### src/rtl/adc_sequencer.sv
// adc_sequencer: round-robin scanner for the ADC macro, feeding value_storage.
// Walks the enabled channels (chan_mask, sampled only between conversions),
// settles adc_chnum, issues one-cycle adc_start pulses, averages
// 2^AVG_LOG2 conversions per channel and presents the result as a
// single-cycle adc_strb with adc_channel/adc_result. A conversion that never
// returns adc_datavalid is abandoned after TIMEOUT_CYCLES with timeout_err.
//
// Ports:
//   clk, reset          system clock, synchronous active-high reset
//   enable              scan enable
//   chan_mask[31:0]     per-channel enable, bit n enables channel n
//   adc_chnum[4:0]      channel select to the ADC macro
//   adc_start           one-cycle conversion start pulse
//   adc_busy            ADC converting (start is held off while high)
//   adc_datavalid       one-cycle pulse qualifying adc_data
//   adc_data[11:0]      raw conversion result
//   adc_strb            one-cycle result strobe
//   adc_channel[4:0]    channel of the current/last result
//   adc_result[11:0]    averaged result
//   timeout_err         one-cycle pulse on conversion timeout
module adc_sequencer #(
  parameter int unsigned NUM_CHANNELS   = 32,   // 1..32
  parameter int unsigned AVG_LOG2       = 2,    // 0..4
  parameter int unsigned SETTLE_CYCLES  = 4,    // >= 1
  parameter int unsigned TIMEOUT_CYCLES = 1023  // >= 2
) (
  input  logic        clk,
  input  logic        reset,
  input  logic        enable,
  input  logic [31:0] chan_mask,
  output logic [4:0]  adc_chnum,
  output logic        adc_start,
  input  logic        adc_busy,
  input  logic        adc_datavalid,
  input  logic [11:0] adc_data,
  output logic        adc_strb,
  output logic [4:0]  adc_channel,
  output logic [11:0] adc_result,
  output logic        timeout_err
);

  localparam int unsigned ACC_W = 12 + AVG_LOG2;
  localparam int unsigned SMP_W = (AVG_LOG2 > 0) ? AVG_LOG2 : 1;
  localparam int unsigned SET_W = $clog2(SETTLE_CYCLES + 1);
  localparam int unsigned TMO_W = $clog2(TIMEOUT_CYCLES + 1);

  localparam logic [SMP_W-1:0] SMP_LAST   = SMP_W'((1 << AVG_LOG2) - 1);
  localparam logic [SET_W-1:0] SETTLE_END = SET_W'(SETTLE_CYCLES - 1);
  localparam logic [TMO_W-1:0] TMO_END    = TMO_W'(TIMEOUT_CYCLES - 1);

  typedef enum logic [2:0] {
    S_IDLE   = 3'd0,
    S_SELECT = 3'd1,
    S_START  = 3'd2,
    S_WAIT   = 3'd3,
    S_EMIT   = 3'd4
  } state_t;

  state_t             r_state;
  logic [4:0]         r_chan;
  logic [ACC_W-1:0]   r_acc;
  logic [SMP_W-1:0]   r_smp;
  logic [SET_W-1:0]   r_settle;
  logic [TMO_W-1:0]   r_tmo;

  logic [4:0]         w_next_chan;
  logic               w_any;
  logic [ACC_W-1:0]   w_sum;
  logic [11:0]        w_avg;

  // Next enabled channel strictly after r_chan, wrapping; offset NUM_CHANNELS
  // lands back on r_chan itself so a lone enabled channel is reselected.
  // Descending scan: the smallest matching offset is assigned last and wins.
  always_comb begin
    w_next_chan = r_chan;
    w_any       = 1'b0;
    for (int i = NUM_CHANNELS; i >= 1; i--) begin
      int unsigned idx;
      idx = (int'(r_chan) + i) % NUM_CHANNELS;
      if (chan_mask[idx]) begin
        w_next_chan = 5'(idx);
        w_any       = 1'b1;
      end
    end
  end

  // Accumulate including the sample arriving this cycle so the strobe can
  // be registered on the final datavalid (one cycle of latency).
  always_comb begin
    w_sum = r_acc + ACC_W'(adc_data);
    w_avg = 12'(w_sum >> AVG_LOG2);
  end

  // Sequencer FSM with registered handshake and result outputs.
  always_ff @(posedge clk) begin
    if (reset) begin
      r_state     <= S_IDLE;
      r_chan      <= 5'(NUM_CHANNELS - 1);
      r_acc       <= '0;
      r_smp       <= '0;
      r_settle    <= '0;
      r_tmo       <= '0;
      adc_chnum   <= '0;
      adc_start   <= 1'b0;
      adc_strb    <= 1'b0;
      adc_channel <= '0;
      adc_result  <= '0;
      timeout_err <= 1'b0;
    end else begin
      adc_start   <= 1'b0;
      adc_strb    <= 1'b0;
      timeout_err <= 1'b0;
      case (r_state)
        S_IDLE: begin
          if (enable && w_any) begin
            r_chan    <= w_next_chan;
            adc_chnum <= w_next_chan;
            r_acc     <= '0;
            r_smp     <= '0;
            r_settle  <= '0;
            r_state   <= S_SELECT;
          end
        end
        S_SELECT: begin
          if (r_settle == SETTLE_END) begin
            r_state <= S_START;
          end else begin
            r_settle <= r_settle + SET_W'(1);
          end
        end
        S_START: begin
          if (!adc_busy) begin
            adc_start <= 1'b1;
            r_tmo     <= '0;
            r_state   <= S_WAIT;
          end
        end
        S_WAIT: begin
          if (adc_datavalid) begin
            r_acc <= w_sum;
            if (r_smp == SMP_LAST) begin
              // Strobe is visible during the EMIT cycle.
              adc_strb    <= 1'b1;
              adc_result  <= w_avg;
              adc_channel <= r_chan;
              r_state     <= S_EMIT;
            end else begin
              r_smp   <= r_smp + SMP_W'(1);
              r_state <= S_START;
            end
          end else if (r_tmo == TMO_END) begin
            // Abandon this channel; IDLE moves on to the next one.
            timeout_err <= 1'b1;
            r_acc       <= '0;
            r_state     <= S_IDLE;
          end else begin
            r_tmo <= r_tmo + TMO_W'(1);
          end
        end
        S_EMIT: begin
          r_state <= S_IDLE;
        end
        default: begin
          r_state <= S_IDLE;
        end
      endcase
    end
  end

endmodule

### config.mk
export PLATFORM = sky130hd
export DESIGN_NAME = adc_sequencer
export DESIGN_NICKNAME = d
export VERILOG_FILES = /design/src/rtl/adc_sequencer.sv
export SDC_FILE = /design/constraint.sdc
export NUM_CORES = 1
export LEC_CHECK = 0
export ABC_AREA = 1
export CAP_MARGIN = 10
export CORE_MARGIN = 2
export CORE_UTILIZATION = 28
export CTS_CLUSTER_DIAMETER = 60
export DETAILED_ROUTE_END_ITERATION = 6
export GPL_TIMING_DRIVEN = 0
export HOLD_SLACK_MARGIN = 0.02
export PLACE_DENSITY = 0.56
export SLEW_MARGIN = 20
export SYNTH_ARGS = -nofsm -noshare
export SYNTH_HDL_FRONTEND = slang
export SYNTH_SLANG_ARGS = --single-unit
export TNS_END_PERCENT = 5
### constraint.sdc
create_clock -name clk -period 6.5 [get_ports clk]
set_input_delay 0.65 -clock clk [delete_from_list [all_inputs] [get_ports clk]]
set_output_delay 0.65 -clock clk [all_outputs]
set_load 0.02 [all_outputs]
# == Yosys cells after proc, flatten, opt, wreduce, memory -nomap -nowiden ==
# Index checks and enable logic that the tools add are counted.
# classes
add_sub_neg,36
order_cmp,32
eq_ne,15
mux,153
bitwise,3
n_reduce_logical,15
# ops
cell,n
5-bit by 6-bit < comparator with 1-bit output (second input constant),32
1-bit binary-select mux with 5-bit select,32
5-bit 2-to-1 mux,32
5-bit adder (second input constant),16
1-bit 2-to-1 mux,67
14-bit 2-to-1 mux,3
5-bit by 4-bit adder with 5-bit output (second input constant),8
10-bit 2-to-1 mux,3
14-bit case mux with 2 select lines,1
3-bit 2-to-1 mux,8
5-bit by 3-bit adder with 5-bit output (second input constant),4
10-bit case mux with 2 select lines,1
2-bit inequality test (second input constant),8
14-bit by 12-bit adder with 14-bit output,1
3-bit case mux with 4 select lines,1
4-bit AND reduction,3
10-bit by 1-bit adder with 10-bit output (second input constant),1
5-bit by 1-bit adder with 5-bit output (second input constant),2
5-bit by 2-bit adder with 5-bit output (second input constant),2
10-bit == test (second input constant),1
3-bit by 2-bit == test with 1-bit output (second input constant),3
3-bit AND reduction,3
2-bit 2-to-1 mux,3
3-bit case mux with 2 select lines,1
other kinds (13),18
# word_totals
ff_bits,62
in_bits,49
out_inout_bits,25
wordCells,266

# == Depth between registers and ports, before layout ==
# depth
ltp_word,38
depth_mapped,53
ltp_nobuf,49

# == Worst setup path before layout ==
# OpenSTA, ideal clock, no wires.
# synth_timing
path_type,reg2reg
start,register r_chan[1]
end,register adc_chnum[3]
setup_ns,0.131
arrival_time_ns,4.150
required_ns,6.369
slack_ns,2.220
stages_incl_launch_ff,52
n_path_buf,5
period_less_slack_ns,4.280
cell_sequence,dfxtp_1 buf_2 inv_2 clkbuf_1 clkbuf_1 ha_1 buf_2 inv_2 buf_2 nand3_1 nand3_1 nand3_1 nand3_1 nand2_2 a21oi_1 nand2_1 nand2_1 nand2_1 [16 not listed] nand2_1 nand2_1 nand2_1 nand2_1 nand2_1 nand2_1 nand2_1 nand2_1 nand2_1 nand2_1 nand2_1 nand2_1 nand2_1 nand2_1 nand2_1 nand2_1 nand2_1 a21oi_2
# synth_via
elab_chain_cells,37
word_cells_on_any_way,162
cone_classes,add/sub: 32; mux: 128; reduce/logical: 2
# synth_rtl
item,line,rtl
from (decl),60,logic [4:0] r_chan;
from (signal assigned),98,r_chan <= 5'(NUM_CHANNELS - 1);
from (signal assigned),116,r_chan <= w_next_chan;
5-bit by 1-bit adder with 5-bit output,79,idx = (int'(r_chan) + i) % NUM_CHANNELS;
1-bit binary-select mux with 5-bit select,80,if (chan_mask[idx]) begin
1-bit 2-to-1 mux (not written as such),80,
1-bit 2-to-1 mux (32 in a row),80,
1-bit logical AND,115,if (enable && w_any) begin
2-bit AND reduction (no source line),n/a,
to (signal assigned),117,adc_chnum <= w_next_chan;
to (decl),31,"output logic [4:0] adc_chnum,"
# Parallel ways exist; a longest one is shown, timed or not. The select of a mux whose other input is x is not followed.
# A chain may end at the register's enable or synchronous reset.

# == Worst setup path in the final report ==
# layout_timing
start,register r_chan[1]
end,register r_acc[3]
# layout_via
elab_chain_cells,38
word_cells_on_any_way,131
cone_classes,add/sub: 32; eq/ne: 1; mux: 96; reduce/logical: 2
# layout_rtl
item,line,rtl
5-bit by 1-bit adder with 5-bit output,79,
1-bit binary-select mux with 5-bit select,80,
1-bit 2-to-1 mux (not written as such),80,
1-bit 2-to-1 mux (31 in a row),80,
1-bit 2-to-1 mux *,80,
1-bit logical AND *,115,
2-bit inequality test (no source line) *,n/a,
3-bit AND reduction (no source line) *,n/a,
to (signal assigned),140,r_acc <= w_sum;
to (decl),61,logic [ACC_W-1:0] r_acc;
# Every way passes the cells marked *; elsewhere a longest branch is shown, timed or not. The select of a mux whose other input is x is not followed.

==> impl_metrics.env <==
export IMPL_run_status="completed"
export IMPL_via_count_of_the_first_global_routing_pass=7530
export IMPL_synth_ff_type="dfxtp_1"
export IMPL_grt_usage_pct=20.1
export IMPL_synthesis_instances=1181
export IMPL_nets=1344
export IMPL_die_area_mm2=0.0259
export IMPL_core_area_mm2=0.0242
export IMPL_cts_max_level=3
export IMPL_synth_area_mm2=0.00689
export IMPL_cp_start_kind="register"
export IMPL_count_of_flip_flops_with_a_built_in_enable_after_synthesis=0
export IMPL_detail_route_drc_violations=0
export IMPL_post_route_min_period_ns=6.03
export IMPL_r2r_setup_slack_ns=0.47
export IMPL_max_freq_mhz=166
export IMPL_fp_dieH_um=161
export IMPL_hold_start="r_tmo[9]"
export IMPL_drt_first_iter_violations=720
export IMPL_timing_worst_slew_pin_value_ns=1.02
export IMPL_dr_pass1_iters=5
export IMPL_post_synth_cell_area_avg_um2=5.83
export IMPL_cp_arrival_ns=6.28
export IMPL_die_w_um=161
export IMPL_initial_utilization_pct=28.4
export IMPL_whs_endpoint="r_tmo[9]"
export IMPL_grt_max_degree=16
export IMPL_slew_viol_final=0
export IMPL_postSynth_asyncResetShare_pct=0
export IMPL_num_vias=8069
export IMPL_cts_post_setup_buffers_inserted=0
export IMPL_r2r_worst_path_cells=21
export IMPL_numClockSinks=62
export IMPL_layout_core_utilization_pct=34.3
export IMPL_cts_root_buffer="clkbuf_16"
export IMPL_hold_viol=0
export IMPL_critical_path_class="register to register"
export IMPL_ios=74
export IMPL_gp_congestion=1.02
export IMPL_cts_tree="done"
export IMPL_layout_worst_path_cycle_share_pct=92.8
export IMPL_count_of_port_buffers_added_during_placement=72
export IMPL_finClkSkew_ns=0.00675
export IMPL_clk_pin_slew_worst_paths_ns=0.05
export IMPL_synthToLayoutAreaGrowth_pct=20.7
export IMPL_drt_vias_per_instance=5.07
export IMPL_crit_reg2reg_launch="r_chan[1]"
export IMPL_timing_setup_tns_ns=0
export IMPL_grt_first_pass_wirelength_um=40800
export IMPL_timing_hold_worst_path_depth=1
export IMPL_totalWireLength_um=26200
export IMPL_cp_required_ns=6.75
export IMPL_r2r_end="r_acc[3]"
export IMPL_drt_antenna_violating_nets=0
export IMPL_synth_seq_cells=62
export IMPL_rsz0062_at_grt="no"
export IMPL_ys_warn_count=0
export IMPL_clk_insertion_delay_late_ns=0.33
export IMPL_antenna_found_initial=0
export IMPL_maxCapViolCount=0
export IMPL_wire_per_inst_um=16.4
export IMPL_synth_nets=1261
export IMPL_globalRouteOverflowTotal=0
export IMPL_min_path_type="register to register"
export IMPL_cp_capture_type="register"
export IMPL_synth_sequential_area_ratio_pct=18.0
export IMPL_setup_viol=0
export IMPL_antenna_diode_count=0
export IMPL_hpwl_after_detailed_placement_um=21100
export IMPL_fp_row_count=57
export IMPL_critPathMaxFanout=14
export IMPL_clockBufferDepth=2
export IMPL_max_slew_margin_rel_pct=32.2
export IMPL_cts_made_buffers=9
export IMPL_fraction_of_layout_cells_with_a_size_suffix_above_1_pct=9.38
export IMPL_post_synth_num_cell_types=51
-- cell usage after synthesis, types with 3 or more instances --
cell / instances / area, µm²
a211oi_1: 4 / 30.0
a21oi_1: 139 / 696
a31oi_1: 11 / 68.8
and3_1: 3 / 18.8
buf_2: 18 / 90.1
buf_4: 5 / 37.5
buf_6: 3 / 33.8
clkbuf_1: 16 / 60.1
clkinv_1: 5 / 18.8
dfxtp_1: 62 / 1240
ha_1: 30 / 375
inv_1: 106 / 398
inv_2: 11 / 41.3
nand2_1: 327 / 1230
nand2_2: 19 / 119
nand3_1: 180 / 901
nand3_2: 15 / 150
nor2_1: 72 / 270
nor3_1: 4 / 20.0
nor4_1: 4 / 25.0
o211ai_1: 3 / 22.5
o21a_1: 7 / 52.6
o21ai_0: 48 / 240
o21ai_1: 15 / 75.1
o21bai_1: 6 / 45.0
or2_2: 14 / 87.6
xnor2_1: 6 / 52.6
xor2_1: 18 / 158
xor2_2: 3 / 48.8
-- placed cells by master (no fill, tap or decap), types with 16 or more instances in the layout --
master             n
nor2_1            72
inv_1            106
a21oi_1          139
clkbuf_1          16
dfxtp_1           62
nand3_1          180
nand2_1          327
buf_2             18
clkdlybuf4s50_1   72
ha_1              30
o21ai_0           48
xor2_1            18
nand2_2           19
-- layout make-up --
cell class | count | area [µm²]
fillers | 2755 | 15900
multi-input cells | 952 | 4940
flip-flops and latches | 62 | 1240
repair buffers | 72 | 721
inverters | 123 | 464
well taps | 324 | 405
clock buffers | 12 | 256
plain buffers | 44 | 241
clock inverters | 4 | 45.0
-- flip-flops by register name, indices dropped and copies added, names as in the netlist --
register     flops
timeout_err      1
r_settle         3
adc_chnum        5
adc_start        1
r_smp            2
adc_strb         1
adc_channel      5
r_acc           14
r_chan           5
r_tmo           10
r_state          3
adc_result      12
-- critical path, stage by stage, from the launching register on --
cell      delay, ns
dfxtp_1        0.34
buf_2          0.20
inv_2          0.11
clkbuf_1       0.47
clkbuf_2       0.50
ha_1           0.20
clkbuf_1       0.32
clkbuf_1       0.61
o21a_1         0.26
inv_1          0.04
o21ai_0        0.52
nor2_1         0.08
nor2_1         0.30
inv_1          0.19
nor4_1         0.27
nand4_1        0.18
o41ai_2        0.37
nor2_2         0.19
o21ai_2        0.29
buf_2          0.29
nand2_1        0.07
a21oi_1        0.13
-- worst max path at each step --
stage,start,end,slack (ns)
finish,r_chan[1],r_acc[3],0.47
CTS,r_chan[1],r_acc[3],0.34
global route,r_chan[1],r_acc[1],0.22
floorplan,r_chan[1],adc_chnum[3],2.22
detailed placement,r_chan[1],r_acc[3],0.35
global placement,r_chan[1],r_acc[1],0.26
-- through the flow --
stage	instance area (µm²)	instances	worst slack (ns)	hold WS (ns)
finish	8320	1593	0.469	0.457
global route	8320	1593	0.224	0.480
CTS	8320	1593	0.339	0.461
detailed placement	8020	1577	0.355	0.454
global placement	8020	1577	0.261	0.441
floorplan	6890	1181	2.22	0.422
-- kinds of logic (layout without fill, tap and decap cells) --
logic type / Yosys count / in the layout / synth area share, %
AO/OA/AOI/OAI: 247 / 247 / 19.7
XOR/XNOR: 29 / 29 / 4.40
adder cells (fa/ha/maj): 31 / 31 / 5.74
buffers and inverters: 167 / 255 / 10.2
flip-flops: 62 / 62 / 18.0
multiplexers: 1 / 1 / 0.145
AND/OR/NAND/NOR: 644 / 644 / 41.7
-- routing by layer --
metal | vias up | share of wire (%) | GRT usage [%]
li1 | 4086 | - | -
met1 | 3613 | 44 | 26.0
met2 | 310 | 44 | 32.7
met3 | 60 | 7.2 | 3.54
met4 | 0 | 4.1 | 9.05
met5 | - | 0 | 0
-- repair_timing --
action | CTS | global route
endpoints found under the setup margin | 0 | 10
hold buffers | 0 | 0
resized for setup | 0 | 3
Power is left out: the tool's default activity adds up to more than one toggle a clock period on the data nets, which glitch-free logic cannot reach.
